## src/rtl/sm83_mcycle_seq_if.sv

```systemverilog
// Signal bundle between the sm83 core muxing/decoder and the M-cycle sequencer.
// The sequencer acts as the slave: decode inputs in, cycle strobes out.
interface sm83_mcycle_seq_if;
    // Flow control: there is no valid/ready pair. i_stall acts as an inverted ready
    // for the whole sequencer: while it is 1, nothing advances and the decode
    // inputs are not consumed.
    logic       i_stall;
    logic [2:0] i_dec_exec;
    logic       i_dec_prefix;
    logic       i_dec_halt;
    logic       i_dec_ei;
    logic       i_dec_di;
    logic       i_dec_reti;
    logic       i_cc_fail;
    logic       i_irq_pending;
    logic       o_fetch_cycle;
    logic       o_prefix_cycle;
    logic       o_execute_cycle;
    logic [2:0] o_exec_idx;
    logic       o_isr_cycle;
    logic [2:0] o_isr_step;
    logic       o_isr_ack;
    logic       o_halted;
    logic       o_ime;
    logic       o_pc_inhibit;
    logic [2:0] state_dbg;

    modport master (
        output i_stall, i_dec_exec, i_dec_prefix, i_dec_halt, i_dec_ei, i_dec_di,
               i_dec_reti, i_cc_fail, i_irq_pending,
        input  o_fetch_cycle, o_prefix_cycle, o_execute_cycle, o_exec_idx, o_isr_cycle,
               o_isr_step, o_isr_ack, o_halted, o_ime, o_pc_inhibit, state_dbg
    );

    modport slave (
        input  i_stall, i_dec_exec, i_dec_prefix, i_dec_halt, i_dec_ei, i_dec_di,
               i_dec_reti, i_cc_fail, i_irq_pending,
        output o_fetch_cycle, o_prefix_cycle, o_execute_cycle, o_exec_idx, o_isr_cycle,
               o_isr_step, o_isr_ack, o_halted, o_ime, o_pc_inhibit, state_dbg
    );
endinterface

```

## src/rtl/sm83_mcycle_seq.sv

```systemverilog
// sm83 M-cycle sequencer: fetch/prefix/execute/halt/interrupt dispatch plus IME.
// Optional macro SM83_HALT_BUG_EN enables the HALT-bug PC inhibit on the next fetch.
module sm83_mcycle_seq #(
    parameter int MAX_EXEC   = 6,
    parameter int ISR_CYCLES = 5
) (
    input logic clk,
    input logic rst_n,
    sm83_mcycle_seq_if.slave bus
);

    typedef enum logic [2:0] {
        ST_RST    = 3'd0,
        ST_FETCH  = 3'd1,
        ST_PREFIX = 3'd2,
        ST_EXEC   = 3'd3,
        ST_HALT   = 3'd4,
        ST_ISR    = 3'd5
    } state_t;

    localparam logic [2:0] MAX_LEN  = 3'(MAX_EXEC);
    localparam logic [2:0] ISR_LAST = 3'(ISR_CYCLES - 1);

    state_t     state, state_n;
    logic [2:0] len, len_n;
    logic [2:0] idx, idx_n;
    logic [2:0] step, step_n;
    logic       ime, ime_n;
    logic       ei_arm, ei_arm_n;
    logic       ei_flag, ei_flag_n;
    logic       di_flag, di_flag_n;
    logic       reti_flag, reti_flag_n;
    logic       pc_inh, pc_inh_n;

    logic [2:0] dec_len;
    logic       ei_f, di_f, reti_f, take, end_instr;

    assign dec_len = (bus.i_dec_exec > MAX_LEN) ? MAX_LEN : bus.i_dec_exec;

    // A zero-length instruction ends in its own FETCH, before its flags are latched.
    always_comb begin
        ei_f   = (state == ST_FETCH) ? bus.i_dec_ei   : ei_flag;
        di_f   = (state == ST_FETCH) ? bus.i_dec_di   : di_flag;
        reti_f = (state == ST_FETCH) ? bus.i_dec_reti : reti_flag;
        take   = (ime | ei_arm) & bus.i_irq_pending & ~di_f;
    end

    always_comb begin
        state_n     = state;
        len_n       = len;
        idx_n       = idx;
        step_n      = step;
        ime_n       = ime;
        ei_arm_n    = ei_arm;
        ei_flag_n   = ei_flag;
        di_flag_n   = di_flag;
        reti_flag_n = reti_flag;
        pc_inh_n    = 1'b0;
        end_instr   = 1'b0;
        case (state)
            ST_RST: state_n = ST_FETCH;
            ST_FETCH: begin
                len_n       = dec_len;
                ei_flag_n   = bus.i_dec_ei;
                di_flag_n   = bus.i_dec_di;
                reti_flag_n = bus.i_dec_reti;
                if (bus.i_dec_prefix) begin
                    state_n = ST_PREFIX;
                end else if (bus.i_dec_halt) begin
                    if (bus.i_irq_pending) begin
                        end_instr = 1'b1;
`ifdef SM83_HALT_BUG_EN
                        pc_inh_n = ~ime & ~take;
`endif
                    end else begin
                        // HALT entry is where a pending EI takes effect.
                        state_n  = ST_HALT;
                        ime_n    = ime | ei_arm;
                        ei_arm_n = 1'b0;
                    end
                end else if (dec_len != 3'd0) begin
                    state_n = ST_EXEC;
                    idx_n   = 3'd1;
                end else begin
                    end_instr = 1'b1;
                end
            end
            ST_PREFIX: begin
                len_n = dec_len;
                if (dec_len != 3'd0) begin
                    state_n = ST_EXEC;
                    idx_n   = 3'd1;
                end else begin
                    end_instr = 1'b1;
                end
            end
            ST_EXEC: begin
                if (idx >= len || bus.i_cc_fail) end_instr = 1'b1;
                else idx_n = idx + 3'd1;
            end
            ST_HALT: begin
                if (bus.i_irq_pending) begin
                    step_n  = 3'd0;
                    state_n = ime ? ST_ISR : ST_FETCH;
                    ime_n   = 1'b0;
                end
            end
            ST_ISR: begin
                if (step >= ISR_LAST) begin
                    state_n = ST_FETCH;
                    step_n  = 3'd0;
                end else begin
                    step_n = step + 3'd1;
                end
            end
            default: state_n = ST_RST;
        endcase
        if (end_instr) begin
            state_n  = take ? ST_ISR : ST_FETCH;
            ime_n    = di_f ? 1'b0 : (take ? 1'b0 : (ime | ei_arm | reti_f));
            ei_arm_n = ei_f & ~di_f;
            idx_n    = 3'd0;
            step_n   = 3'd0;
        end
    end

    always_ff @(posedge clk) begin
        if (!rst_n) begin
            state     <= ST_RST;
            len       <= 3'd0;
            idx       <= 3'd0;
            step      <= 3'd0;
            ime       <= 1'b0;
            ei_arm    <= 1'b0;
            ei_flag   <= 1'b0;
            di_flag   <= 1'b0;
            reti_flag <= 1'b0;
            pc_inh    <= 1'b0;
        end else if (!bus.i_stall) begin
            state     <= state_n;
            len       <= len_n;
            idx       <= idx_n;
            step      <= step_n;
            ime       <= ime_n;
            ei_arm    <= ei_arm_n;
            ei_flag   <= ei_flag_n;
            di_flag   <= di_flag_n;
            reti_flag <= reti_flag_n;
            pc_inh    <= pc_inh_n;
        end
    end

    assign bus.o_fetch_cycle   = (state == ST_FETCH);
    assign bus.o_prefix_cycle  = (state == ST_PREFIX);
    assign bus.o_execute_cycle = (state == ST_EXEC);
    assign bus.o_exec_idx      = (state == ST_EXEC) ? idx : 3'd0;
    assign bus.o_isr_cycle     = (state == ST_ISR);
    assign bus.o_isr_step      = (state == ST_ISR) ? step : 3'd0;
    assign bus.o_isr_ack       = (state == ST_ISR) && (step == 3'd2) && !bus.i_stall;
    assign bus.o_halted        = (state == ST_HALT);
    assign bus.o_ime           = ime;
    assign bus.o_pc_inhibit    = (state == ST_FETCH) && pc_inh;
    assign bus.state_dbg       = state;

endmodule

```

## src/flat_wrapper.sv

```systemverilog
// flat-port wrapper written by rule: the top's interface ports become plain ports
module sm83_mcycle_seq_flat 
#(
    parameter int MAX_EXEC   = 6,
    parameter int ISR_CYCLES = 5
)
  (clk, rst_n, bus_i_stall, bus_i_dec_exec, bus_i_dec_prefix, bus_i_dec_halt, bus_i_dec_ei, bus_i_dec_di, bus_i_dec_reti, bus_i_cc_fail, bus_i_irq_pending, bus_o_fetch_cycle, bus_o_prefix_cycle, bus_o_execute_cycle, bus_o_exec_idx, bus_o_isr_cycle, bus_o_isr_step, bus_o_isr_ack, bus_o_halted, bus_o_ime, bus_o_pc_inhibit, bus_state_dbg);
  sm83_mcycle_seq_if bus_i ();
  input logic clk;
  input logic rst_n;
  input wire logic [$bits(bus_i.i_stall)-1:0] bus_i_stall;
  input wire logic [$bits(bus_i.i_dec_exec)-1:0] bus_i_dec_exec;
  input wire logic [$bits(bus_i.i_dec_prefix)-1:0] bus_i_dec_prefix;
  input wire logic [$bits(bus_i.i_dec_halt)-1:0] bus_i_dec_halt;
  input wire logic [$bits(bus_i.i_dec_ei)-1:0] bus_i_dec_ei;
  input wire logic [$bits(bus_i.i_dec_di)-1:0] bus_i_dec_di;
  input wire logic [$bits(bus_i.i_dec_reti)-1:0] bus_i_dec_reti;
  input wire logic [$bits(bus_i.i_cc_fail)-1:0] bus_i_cc_fail;
  input wire logic [$bits(bus_i.i_irq_pending)-1:0] bus_i_irq_pending;
  output wire logic [$bits(bus_i.o_fetch_cycle)-1:0] bus_o_fetch_cycle;
  output wire logic [$bits(bus_i.o_prefix_cycle)-1:0] bus_o_prefix_cycle;
  output wire logic [$bits(bus_i.o_execute_cycle)-1:0] bus_o_execute_cycle;
  output wire logic [$bits(bus_i.o_exec_idx)-1:0] bus_o_exec_idx;
  output wire logic [$bits(bus_i.o_isr_cycle)-1:0] bus_o_isr_cycle;
  output wire logic [$bits(bus_i.o_isr_step)-1:0] bus_o_isr_step;
  output wire logic [$bits(bus_i.o_isr_ack)-1:0] bus_o_isr_ack;
  output wire logic [$bits(bus_i.o_halted)-1:0] bus_o_halted;
  output wire logic [$bits(bus_i.o_ime)-1:0] bus_o_ime;
  output wire logic [$bits(bus_i.o_pc_inhibit)-1:0] bus_o_pc_inhibit;
  output wire logic [$bits(bus_i.state_dbg)-1:0] bus_state_dbg;
  assign bus_i.i_stall = bus_i_stall;
  assign bus_i.i_dec_exec = bus_i_dec_exec;
  assign bus_i.i_dec_prefix = bus_i_dec_prefix;
  assign bus_i.i_dec_halt = bus_i_dec_halt;
  assign bus_i.i_dec_ei = bus_i_dec_ei;
  assign bus_i.i_dec_di = bus_i_dec_di;
  assign bus_i.i_dec_reti = bus_i_dec_reti;
  assign bus_i.i_cc_fail = bus_i_cc_fail;
  assign bus_i.i_irq_pending = bus_i_irq_pending;
  assign bus_o_fetch_cycle = bus_i.o_fetch_cycle;
  assign bus_o_prefix_cycle = bus_i.o_prefix_cycle;
  assign bus_o_execute_cycle = bus_i.o_execute_cycle;
  assign bus_o_exec_idx = bus_i.o_exec_idx;
  assign bus_o_isr_cycle = bus_i.o_isr_cycle;
  assign bus_o_isr_step = bus_i.o_isr_step;
  assign bus_o_isr_ack = bus_i.o_isr_ack;
  assign bus_o_halted = bus_i.o_halted;
  assign bus_o_ime = bus_i.o_ime;
  assign bus_o_pc_inhibit = bus_i.o_pc_inhibit;
  assign bus_state_dbg = bus_i.state_dbg;
  sm83_mcycle_seq #(.MAX_EXEC(MAX_EXEC), .ISR_CYCLES(ISR_CYCLES)) u_core (.clk(clk), .rst_n(rst_n), .bus(bus_i));
endmodule
```

## config.mk

```make
export PLATFORM = sky130hd
export DESIGN_NAME = sm83_mcycle_seq_flat
export DESIGN_NICKNAME = d
export VERILOG_FILES = /design/src/rtl/sm83_mcycle_seq_if.sv /design/src/rtl/sm83_mcycle_seq.sv /design/src/flat_wrapper.sv
export SDC_FILE = /design/constraint.sdc
export NUM_CORES = 1
export LEC_CHECK = 0
export ABC_CLOCK_PERIOD_IN_PS = 2300
export CAP_MARGIN = 10
export CORE_MARGIN = 1
export CORE_UTILIZATION = 49
export CTS_CLUSTER_SIZE = 20
export DETAILED_ROUTE_END_ITERATION = 8
export HOLD_SLACK_MARGIN = 0.1
export PLACE_DENSITY = 0.87
export SETUP_SLACK_MARGIN = 0.05
export SLEW_MARGIN = 20
export SYNTH_ARGS = -nofsm -noshare
export SYNTH_HDL_FRONTEND = slang
export SYNTH_SLANG_ARGS = --single-unit
```

## constraint.sdc

```tcl
create_clock -name clk -period 2.3 [get_ports clk]
set_input_delay 0.23 -clock clk [delete_from_list [all_inputs] [get_ports clk]]
set_output_delay 0.23 -clock clk [all_outputs]
set_load 0.02 [all_outputs]
```

Word level (Yosys, flattened, before mapping)
Index checks and enable logic that the tools add are counted.
- register bits after elaboration: 17
- input bits: 13
- output and inout port bits: 17
- word-level logic and storage cells: 101
- add/sub/neg operators: 2
- magnitude comparators: 3
- equal/unequal tests: 17
- mux-type cells: 45
- bitwise logic cells: 7
- reductions and logical operators: 18
- operators with widths (kind ; number):
    3-bit two-way mux ; 20
    1-bit two-way mux ; 20
    3-bit by 2-bit inequality test with 1-bit output, second input constant ; 6
    3-bit case mux with 6 select lines ; 1
    5-bit AND reduction ; 3
    3-bit by 2-bit equality test with 1-bit output, second input constant ; 3
    3-bit case mux with 3 select lines ; 1
    3-bit nonzero test ; 3
    3-bit by 1-bit adder with 3-bit output, second input constant ; 2
    3-bit equality test, second input constant ; 2
    2-bit by 1-bit inequality test with 1-bit output, second input constant ; 3
    3-bit case mux with 2 select lines ; 1
    6-bit AND reduction ; 1
    5-bit by 4-bit inequality test with 1-bit output, second input constant ; 1
    2-bit nonzero test ; 2
    4-bit nonzero test ; 1
    1-bit AND ; 3
    3-bit by 1-bit equality test with 1-bit output, second input constant ; 1
    3-bit greater-or-equal comparator ; 1
    3-bit greater-or-equal comparator, second input constant ; 1
    3-bit > comparator, second input constant ; 1
    3-bit zero test ; 1
    3-bit by 1-bit inequality test with 1-bit output, second input constant ; 1
    1-bit case mux with 3 select lines ; 1
    9 further kinds ; 12

Logic depth before layout (Yosys ltp)
Gate-level depths: netlist (run 1).
- word-level depth: 9
- gate-level depth with buffers: 9
- depth with buffers taken out: 8

Worst setup path after synthesis (run 1)
No wires, ideal clock.
- path kind: register to register
- start point: register u_core.state[0], in the netlist u_core.bus.state_dbg[0]
- end point: register u_core.state[2], in the netlist u_core.bus.state_dbg[2]
- library setup time: 0.066 ns
- data arrival time: 2.004 ns
- data required time: 2.234 ns
- setup slack: 0.230 ns
- stages on the path, launching flop included: 10
- buffers on the path: 3
- clock period less this slack: 2.070 ns
- cell sequence: dfxtp_1 -> buf_4 -> or3b_1 -> buf_2 -> clkinv_4 -> a32oi_2 -> and2_4 -> buf_6 -> mux2_4 -> a21oi_2
- cells in the longest elaborated chain, start to end: 6
- elaborated cells on any way between the ends: 18
- those cells by class: 9 x eq/ne; 5 x mux; 2 x bitwise; 2 x reduce/logical
- RTL lines (item ; line ; text):
    start: declaration ; sm83_mcycle_seq.sv:24 ; state_t state, state_n;
    start signal: assignment ; sm83_mcycle_seq.sv:140 ; state <= state_n;
    3-bit by 1-bit equality test with 1-bit output (*) ; n/a ;
    via bus_o_fetch_cycle ; flat_wrapper.sv:20 ; output wire logic [$bits(bus_i.o_fetch_cycle)-1:0] bus_o_fetch_cycle;
    branches (longest 5 deep; another with 5-bit by 4-bit inequality test with 1-bit output) ; n/a ;
Mark *: on every way through the listed nets, which the timed path passes.
A chain may end at the register's enable or synchronous reset.

Worst setup path in the final report (run 1)
- start point: register u_core.state[0], in the netlist u_core.bus.state_dbg[0]
- end point: output port bus_o_exec_idx[0]
- cells in the longest elaborated chain, start to end: 2
- RTL lines (item ; line ; text):
    3-bit by 2-bit equality test with 1-bit output ; sm83_mcycle_seq.sv:156 ; assign bus.o_exec_idx = (state == ST_EXEC) ? idx : 3'd0;
    3-bit two-way mux ; sm83_mcycle_seq.sv:156 ;
    end: declaration ; flat_wrapper.sv:23 ; output wire logic [$bits(bus_i.o_exec_idx)-1:0] bus_o_exec_idx;
Every way passes these cells.

==> results.sh, run 1 <==
export IMPL_die_y_um=51.9
export IMPL_yosysWarnings=0
export IMPL_rsz0062_at_grt="false"
export IMPL_synth_top_flop_cell="dfxtp_1"
export IMPL_gp_congestion=0.886
export IMPL_yosysSeqAreaShare_pct=27.9
export IMPL_die_x_um=51.9
export IMPL_power_density_nw_per_um2=451
export IMPL_dpl_cell_count=216
export IMPL_crit_fanout=11
export IMPL_critical_path_required_ns=2.07
export IMPL_grt_max_degree=15
export IMPL_die_area_um2=2690
export IMPL_grt_overflow_total=0
export IMPL_ctsLongestPathBuffers=2
export IMPL_row_count=17
export IMPL_synthArstFlopShare_pct=0
export IMPL_synthCells=163
export IMPL_fin_ws_ns=0.168
export IMPL_synth_fp_nets=183
export IMPL_antenna_cells=0
export IMPL_vias_per_cell=5.71
export IMPL_dr_first_iter_drc_count=27
export IMPL_crit_family="buffers and inverters"
export IMPL_dpl_instance_area_um2=1530
export IMPL_final_cell_mix="clkdlybuf4s50_1, nor2_1, a21oi_1"
export IMPL_path_cells="nor2b_2, nand2_1, nor2_1, clkdlybuf4s50_1"
export IMPL_start_util_pct=53.6
export IMPL_netlist_cell_type_count=42
export IMPL_portBuffers=28
export IMPL_nets=213
export IMPL_ctsRootBufferMaster="clkbuf_4"
export IMPL_cts_num_sinks=17
export IMPL_clkLatencyLatePin_ns=0.30
export IMPL_crit_slowest_cell="clkdlybuf4s50_1"
export IMPL_setup_tns_final_ns=0
export IMPL_drv_slew=0
export IMPL_core_area_um2=2280
export IMPL_stdcell_area_um2=1570
export IMPL_cts_tree="done"
export IMPL_slowest_delay_ns=0.62
export IMPL_cp_arrival_ns=1.90
export IMPL_startpoint_type="register"
export IMPL_path_class="reg -> out"
export IMPL_synth_seq_cells=17
export IMPL_period_needed_ns=2.13
export IMPL_multi_input_area_um2=776
export IMPL_num_fill_cells=191
export IMPL_totalWireLength_um=3100
export IMPL_io_pins=30
export IMPL_synth_edf_count=0
export IMPL_cts_buffers=3
export IMPL_hpwl_um=2390
export IMPL_synth_avg_cell_area_um2=7.48
export IMPL_firstDrtPassIters=4
export IMPL_ant_nets=0
export IMPL_layout_commonest_cell="clkdlybuf4s50_1"
export IMPL_slew_headroom_pct=66.5
export IMPL_drc=0
export IMPL_setup_viol=0
export IMPL_grt_pass1_wl_um=5400
export IMPL_p_leak_nw=0.655
export IMPL_antenna_found_initial=0
export IMPL_clk_pin_slew_ns=0.11
export IMPL_grt_pass1_vias=1178
export IMPL_vias=1256
export IMPL_peakVddDrop_mv=0.306
export IMPL_drt_wirelength_per_cell_um=14.1
export IMPL_drive_above_1_share_pct=10.9
export IMPL_fin_cells=220
export IMPL_max_freq_mhz=469
export IMPL_maxCapViolCount=0
export IMPL_critical_path_n_buffers_inverters=1
export IMPL_pre_cts_ws_ns=0.0545
export IMPL_hold_violations=0
export IMPL_endpoint_kind="primary output"
export IMPL_min_path_type="reg -> reg"
export IMPL_max_slew_worst_pin_slew_ns=0.502
export IMPL_syn_to_final_growth_pct=28.5
export IMPL_seqCellArea_um2=343
export IMPL_syn_cell_area_um2=1220
export IMPL_post_route_period_util_pct=92.7
export IMPL_htreeDepth=1
export IMPL_grt_total_usage_pct=27.0
export IMPL_outcome="complete, no violations"
export IMPL_fin_skew_ns=0.00374
export IMPL_fin_util_pct=68.9
export IMPL_cts_setup_buffers=0
==> flip-flops by register name, summed over array words and instances, names as in the netlist <==
| name | count |
|---|---|
| u_core.ei_arm | 1 |
| u_core.idx | 3 |
| u_core.len | 3 |
| u_core.ei_flag | 1 |
| u_core.step | 3 |
| u_core.di_flag | 1 |
| u_core.bus.o_ime | 1 |
| u_core.bus.state_dbg | 3 |
| u_core.reti_flag | 1 |
==> tightest hold or removal path: cells and delay by family, from the launching register on <==
family          cells  cell delay [ns]
flops               1             0.33
simple gates        1             0.07
compound gates      1             0.05
==> synth_stat cells, drive strengths merged (2+ instances only) <==
library cell   n  area (µm²)
inv           13        48.8
clkbuf         4        15.0
ha             7        87.6
a21boi         3        22.5
nor3b          3        22.5
or3            2        12.5
a31oi          5        31.3
and3           2        12.5
nand3          2        10.0
and2           4        27.5
nand2         14        52.6
mux2i          4        40.0
nor2          17        63.8
a32oi          2        25.0
dfxtp         17         340
nand4          2        12.5
a21oi         18        97.6
o21ai         13        65.1
buf            5        35.0
nand4b         2        17.5
nand2b         8        50.1
nor2b          3        18.8
==> layout make-up <==
class                      instances  area share (%)
multi-input combinational        123            49.5
sequential                        17            21.9
timing repair buffer              34            20.8
inverter                          14            3.67
tap                               28            2.23
clock buffer                       3            1.44
clock inverter                     1           0.479
==> metrics by stage <==
stage	power (mW)	hold WS, ns
2_1_floorplan	0.459	0.366
3_3_place_gp	0.531	0.462
3_5_place_dp	0.536	0.468
4_1_cts	0.708	0.486
5_1_grt	0.749	0.510
6_report	0.708	0.487
==> logic make-up (layout without fill, tap and decap cells) <==
kind of cell               after synthesis  in the layout  share of synthesized area, %
buffers and inverters                   23             52                          8.82
other                                    1              1                         0.307
adders and majority gates                7              7                          7.18
DFF                                     17             17                          27.9
and+or+nand+nor                         63             63                          27.1
muxes                                    5              5                          4.51
AOI/OAI and AO/OA                       47             47                          24.2
==> layer usage <==
metal	vias to the layer above	routed length, µm	GRT usage (%)	part of all wire (%)
li1	622	-	-	-
met1	597	1440	33.7	46
met2	33	1510	46.6	49
met3	4	123	5.56	4.0
met4	0	25	6.76	0.81
met5	-	0	0	0
==> report_power, final <==
part | switching (mW) | internal, mW
logic | 0.112 | 0.0955
registers | 0.0178 | 0.308
clock network | 0.107 | 0.0664
total | 0.238 | 0.470
==> final timing paths <==
check	from	to	slack, ns	cells after the start
setup / recovery	u_core.bus.state_dbg[0]	bus_o_exec_idx[0]	0.17	4
hold / removal	u_core.len[0]	u_core.len[0]	0.49	2
setup reg to reg	u_core.idx[2]	u_core.bus.state_dbg[2]	0.18	6
hold reg to reg	u_core.len[0]	u_core.len[0]	0.49	2
==> what timing repair did <==
| item | in CTS | in global routing |
|---|---|---|
| endpoints found under the setup margin | 3 | 3 |
| resized for setup | 4 | 2 |
| hold buffers | 0 | 0 |
| hold endpoints to repair | 0 | 0 |
Note: power is estimated with default switching activity, not from simulation.
==> run 2: changes to the inputs <==
--- a/config.mk
+++ b/config.mk
@@ -7,6 +7,7 @@
 export LEC_CHECK = 0
 export ABC_CLOCK_PERIOD_IN_PS = 2300
 export CAP_MARGIN = 10
+export CORE_ASPECT_RATIO = 1.5
 export CORE_MARGIN = 1
 export CORE_UTILIZATION = 49
 export CTS_CLUSTER_SIZE = 20
==> run 2 against run 1 <==
Compared with the run above: critical path depth fell by 1; utilization fell by 1.1 points; worst hold slack got worse by 0.00055 ns; first-iteration DRC count rose by 93%; register-to-register slack improved by 0.05 ns; combinational power barely moved; clock-buffer cell count rose by 1; routed wire length fell by 3.7%; largest cell class unchanged.
==> results.sh, run 2 (synthesis gave the netlist of run 1 again) <==
export IMPL_outcome="complete, no violations"
export IMPL_grt_overflow_total=0
export IMPL_antenna_found_initial=0
export IMPL_vias_per_cell=5.86
export IMPL_hpwl_um=2360
export IMPL_syn_to_final_growth_pct=27.0
export IMPL_antenna_cells=0
export IMPL_dpl_instance_area_um2=1520
export IMPL_pre_cts_ws_ns=-0.00557
export IMPL_portBuffers=28
export IMPL_grt_pass1_wl_um=5060
export IMPL_totalWireLength_um=2990
export IMPL_start_util_pct=53.4
export IMPL_p_leak_nw=0.636
export IMPL_post_route_period_util_pct=92.2
export IMPL_clk_pin_slew_ns=0.09
export IMPL_maxCapViolCount=0
export IMPL_fin_skew_ns=0.00105
export IMPL_drc=0
export IMPL_path_class="reg -> out"
export IMPL_hold_violations=0
export IMPL_drt_wirelength_per_cell_um=14.0
export IMPL_ctsRootBufferMaster="clkbuf_4"
export IMPL_power_density_nw_per_um2=446
export IMPL_final_cell_mix="clkdlybuf4s50_1, nor2_1, a21oi_1"
export IMPL_die_area_um2=2700
export IMPL_nets=212
export IMPL_endpoint_kind="primary output"
export IMPL_layout_commonest_cell="clkdlybuf4s50_1"
export IMPL_clkLatencyLatePin_ns=0.28
export IMPL_vias=1254
export IMPL_cts_num_sinks=17
export IMPL_die_y_um=63.1
export IMPL_stdcell_area_um2=1550
export IMPL_num_fill_cells=186
export IMPL_drive_above_1_share_pct=9.95
export IMPL_fin_cells=214
export IMPL_ant_nets=0
export IMPL_peakVddDrop_mv=0.328
export IMPL_multi_input_area_um2=777
export IMPL_cts_hold_buf=0
export IMPL_critical_path_required_ns=2.07
export IMPL_cts_setup_buffers=0
export IMPL_drv_slew=0
export IMPL_dr_first_iter_drc_count=52
export IMPL_max_freq_mhz=471
export IMPL_finalPower_mw=0.691
export IMPL_ctsLongestPathBuffers=2
export IMPL_cp_arrival_ns=1.89
export IMPL_seqCellArea_um2=343
export IMPL_htreeDepth=1
export IMPL_dpl_cell_count=210
export IMPL_cts_buffers=3
export IMPL_startpoint_type="register"
export IMPL_crit_fanout=11
export IMPL_gp_congestion=0.831
export IMPL_grt_max_degree=15
export IMPL_min_path_type="reg -> reg"
export IMPL_fin_ws_ns=0.178
export IMPL_setup_viol=0
export IMPL_core_area_um2=2290
export IMPL_period_needed_ns=2.12
export IMPL_cts_tree="done"
export IMPL_grt_pass1_vias=1245
export IMPL_die_x_um=42.7
export IMPL_firstDrtPassIters=4
export IMPL_row_count=21
export IMPL_rsz0062_at_grt="false"
export IMPL_grt_total_usage_pct=23.0
export IMPL_io_pins=30
==> run 2: worst max-delay path: stages, from the launching register on <==
cell             delay [ns]
dfxtp_2                0.45
or3b_1                 0.44
clkinv_4               0.11
clkdlybuf4s50_1        0.60
==> run 2: where the power goes <==
| group | leakage [nW] | internal (mW) | switching [mW] |
|---|---|---|---|
| clock | 0.0150 | 0.0674 | 0.0903 |
| sequential | 0.139 | 0.308 | 0.0167 |
| combinational | 0.482 | 0.0944 | 0.114 |
| total | 0.636 | 0.470 | 0.221 |
==> run 2: timing repair <==
action | 4_1_cts | 5_1_grt
resized for setup | 3 | 2
hold endpoints to repair | 0 | 0
endpoints found under the setup margin | 2 | 3
gates cloned | 0 | 0
==> run 2: metrics by stage <==
stage	utilization [%]	TNS, ns	hold slack, ns
2_1_floorplan	-	0	0.366
3_3_place_gp	66.3	0	0.462
3_5_place_dp	66.3	-0.00557	0.470
4_1_cts	67.5	0	0.485
5_1_grt	67.8	0	0.508
6_report	67.8	0	0.486
==> run 2: cell type report <==
class / count / share of cell area [%]
multi-input combinational: 123 / 50.2
sequential: 17 / 22.1
timing repair buffer: 33 / 20.4
inverter: 14 / 3.72
tap: 23 / 1.86
clock buffer: 4 / 1.70
==> run 2: path summary, 6_finish.rpt <==
path / startpoint / end / slack [ns] / cells past startpoint
worst max-delay path: u_core.bus.state_dbg[0] / bus_o_fetch_cycle / 0.18 / 3
worst min-delay path: u_core.len[0] / u_core.len[0] / 0.49 / 2
worst max register to register: u_core.idx[2] / u_core.bus.state_dbg[2] / 0.23 / 6
worst min register to register: u_core.len[0] / u_core.len[0] / 0.49 / 2
==> run 2: layer usage <==
layer  share of wire (%)  GRT usage, %  vias up  wire length [µm]
li1                    -             -      620                 -
met1                  40          26.1      578              1210
met2                  54          40.3       50              1600
met3                 4.7          3.72        6               139
met4                 1.4          10.5        0                42
met5                   0             0        -                 0
==> run 3: changes to the inputs <==
--- a/config.mk
+++ b/config.mk
@@ -13,7 +13,7 @@
 export CTS_CLUSTER_SIZE = 20
 export DETAILED_ROUTE_END_ITERATION = 8
 export HOLD_SLACK_MARGIN = 0.1
-export PLACE_DENSITY = 0.87
+export PLACE_DENSITY_LB_ADDON = 0.2
 export SETUP_SLACK_MARGIN = 0.05
 export SLEW_MARGIN = 20
 export SYNTH_ARGS = -nofsm -noshare
==> run 3 against run 2 <==
Compared with the run above: clock power is 4% higher; combinational power about the same; utilization grew 0.77 points; sequential power barely moved; non-clock buffer count grew 2; clock skew rose by 0.0012 ns; worst setup slack worse by 0.010 ns; register-to-register slack lost 0.04 ns; cell area rose by 1.1%; total power grew 1.0%; clock-buffer cell count decreased by 1; sequential cell count did not move; largest cell class unchanged; largest power group unchanged.
==> results.sh, run 3 (synthesis gave the netlist of run 1 again) <==
export IMPL_drive_above_1_share_pct=10.4
export IMPL_fin_util_pct=68.5
export IMPL_grt_max_degree=15
export IMPL_p_leak_nw=0.679
export IMPL_crit_fanout=6
export IMPL_antenna_found_initial=0
export IMPL_ctsLongestPathBuffers=2
export IMPL_cts_hold_buf=0
export IMPL_crit_end="bus_o_exec_idx[0]"
export IMPL_nets=214
export IMPL_clk_pin_slew_ns=0.10
export IMPL_slew_headroom_pct=64.6
export IMPL_setup_viol=0
export IMPL_cts_setup_buffers=0
export IMPL_layout_commonest_cell="clkdlybuf4s50_1"
export IMPL_min_path_type="reg -> reg"
export IMPL_period_needed_ns=2.13
export IMPL_hold_violations=0
export IMPL_critical_path_required_ns=2.07
export IMPL_pre_cts_ws_ns=0.0345
export IMPL_regToRegSetupSlack_ns=0.19
export IMPL_path_class="reg -> out"
export IMPL_antenna_cells=0
export IMPL_final_cell_mix="clkdlybuf4s50_1, nor2_1, a21oi_1, dfxtp_1, nand2_1"
export IMPL_ant_nets=0
export IMPL_endpoint_kind="primary output"
export IMPL_cts_tree="done"
export IMPL_vias_per_cell=5.80
export IMPL_firstDrtPassIters=4
export IMPL_cp_startpoint="u_core.bus.state_dbg[0]"
export IMPL_row_count=21
export IMPL_gp_congestion=0.891
export IMPL_peakVddDrop_mv=0.344
export IMPL_r2r_end="u_core.bus.state_dbg[2]"
export IMPL_max_slew_worst_pin_slew_ns=0.530
export IMPL_hpwl_um=2380
export IMPL_grt_total_usage_pct=24.0
export IMPL_cts_num_sinks=17
export IMPL_die_y_um=63.1
export IMPL_die_area_um2=2700
export IMPL_vias=1252
export IMPL_core_area_um2=2290
export IMPL_max_freq_mhz=469
export IMPL_drv_slew=0
export IMPL_dr_first_iter_drc_count=41
export IMPL_ctsRootBufferMaster="clkbuf_4"
export IMPL_startpoint_type="register"
export IMPL_grt_overflow_total=0
export IMPL_power_density_nw_per_um2=446
export IMPL_fin_ws_ns=0.168
export IMPL_start_util_pct=53.4
export IMPL_cp_arrival_ns=1.90
export IMPL_cts_buffers=3
export IMPL_fin_skew_ns=0.00223
export IMPL_syn_to_final_growth_pct=28.4
export IMPL_portBuffers=28
export IMPL_setup_tns_final_ns=0
export IMPL_r2r_cells=6
export IMPL_rsz0062_at_grt="false"
export IMPL_io_pins=30
export IMPL_drt_wirelength_per_cell_um=13.9
export IMPL_outcome="complete, no violations"
export IMPL_drc=0
export IMPL_grt_pass1_vias=1229
export IMPL_totalWireLength_um=3010
export IMPL_grt_pass1_wl_um=5110
export IMPL_post_route_period_util_pct=92.7
export IMPL_r2r_start="u_core.idx[2]"
export IMPL_clkLatencyLatePin_ns=0.29
export IMPL_maxCapViolCount=0
export IMPL_die_x_um=42.7
export IMPL_htreeDepth=1
==> run 3: changes by cell type in the layout (fill, tap and decap cells not counted) <==
cell             change
buf_4                +2
clkdlybuf4s50_1      -2
dlymetal6s2s_1       +2
clkbuf_1             -1
clkinv_2             +1
dfxtp_1              +1
dfxtp_2              -1
nor2b_1              +1
nor2b_2              -1
==> run 3: worst min-delay path by stage <==
stage / from / end / slack, ns / depth (start not counted)
4_1_cts: u_core.len[0] / u_core.len[0] / 0.48 / 2
3_5_place_dp: u_core.len[0] / u_core.len[0] / 0.47 / 2
2_1_floorplan: bus_i_dec_di / u_core.di_flag / 0.37 / 2
3_3_place_gp: u_core.reti_flag / u_core.reti_flag / 0.46 / 2
5_1_grt: u_core.len[0] / u_core.len[0] / 0.50 / 2
6_report: u_core.len[0] / u_core.len[0] / 0.48 / 2
==> run 3: routing by layer <==
metal | global-route usage (%) | vias to the layer above | share of wire (%)
li1 | - | 622 | -
met1 | 27.5 | 582 | 41
met4 | 11.7 | 0 | 0.70
met3 | 2.29 | 2 | 5.4
met5 | 0 | - | 0
met2 | 42.6 | 46 | 52
==> run 3: power by group <==
group	switching, mW	internal [mW]
Combinational	0.115	0.0966
Sequential	0.0145	0.308
Clock	0.0991	0.0648
Total	0.229	0.469
==> run 3: through the flow <==
step	power, mW	hold slack [ns]	std cells	cell area [µm²]
global placement	0.532	0.462	212	1530
global route	0.738	0.504	216	1570
finish	0.698	0.484	216	1570
detailed placement	0.539	0.468	212	1530
floorplan	0.459	0.366	163	1220
CTS	0.703	0.484	216	1560
==> run 3: critical path, stage by stage (launching register included) <==
cell             delay [ns]
dfxtp_1                0.43
nor2b_2                0.24
nand2_1                0.16
nor2_1                 0.16
clkdlybuf4s50_1        0.62
==> run 3: cell type report <==
cell class / count / area [µm²]
Multi-Input combinational cell: 123 / 774
Fill cell: 203 / 719
Sequential cell: 17 / 342
Timing Repair Buffer: 35 / 337
Inverter: 14 / 57.6
Tap cell: 23 / 28.8
Clock buffer: 3 / 22.5
Clock inverter: 1 / 5.00
==> run 3: timing repair <==
item,CTS,global route
endpoints found under the setup margin,1,4
resized for setup,2,3
cloned,0,0
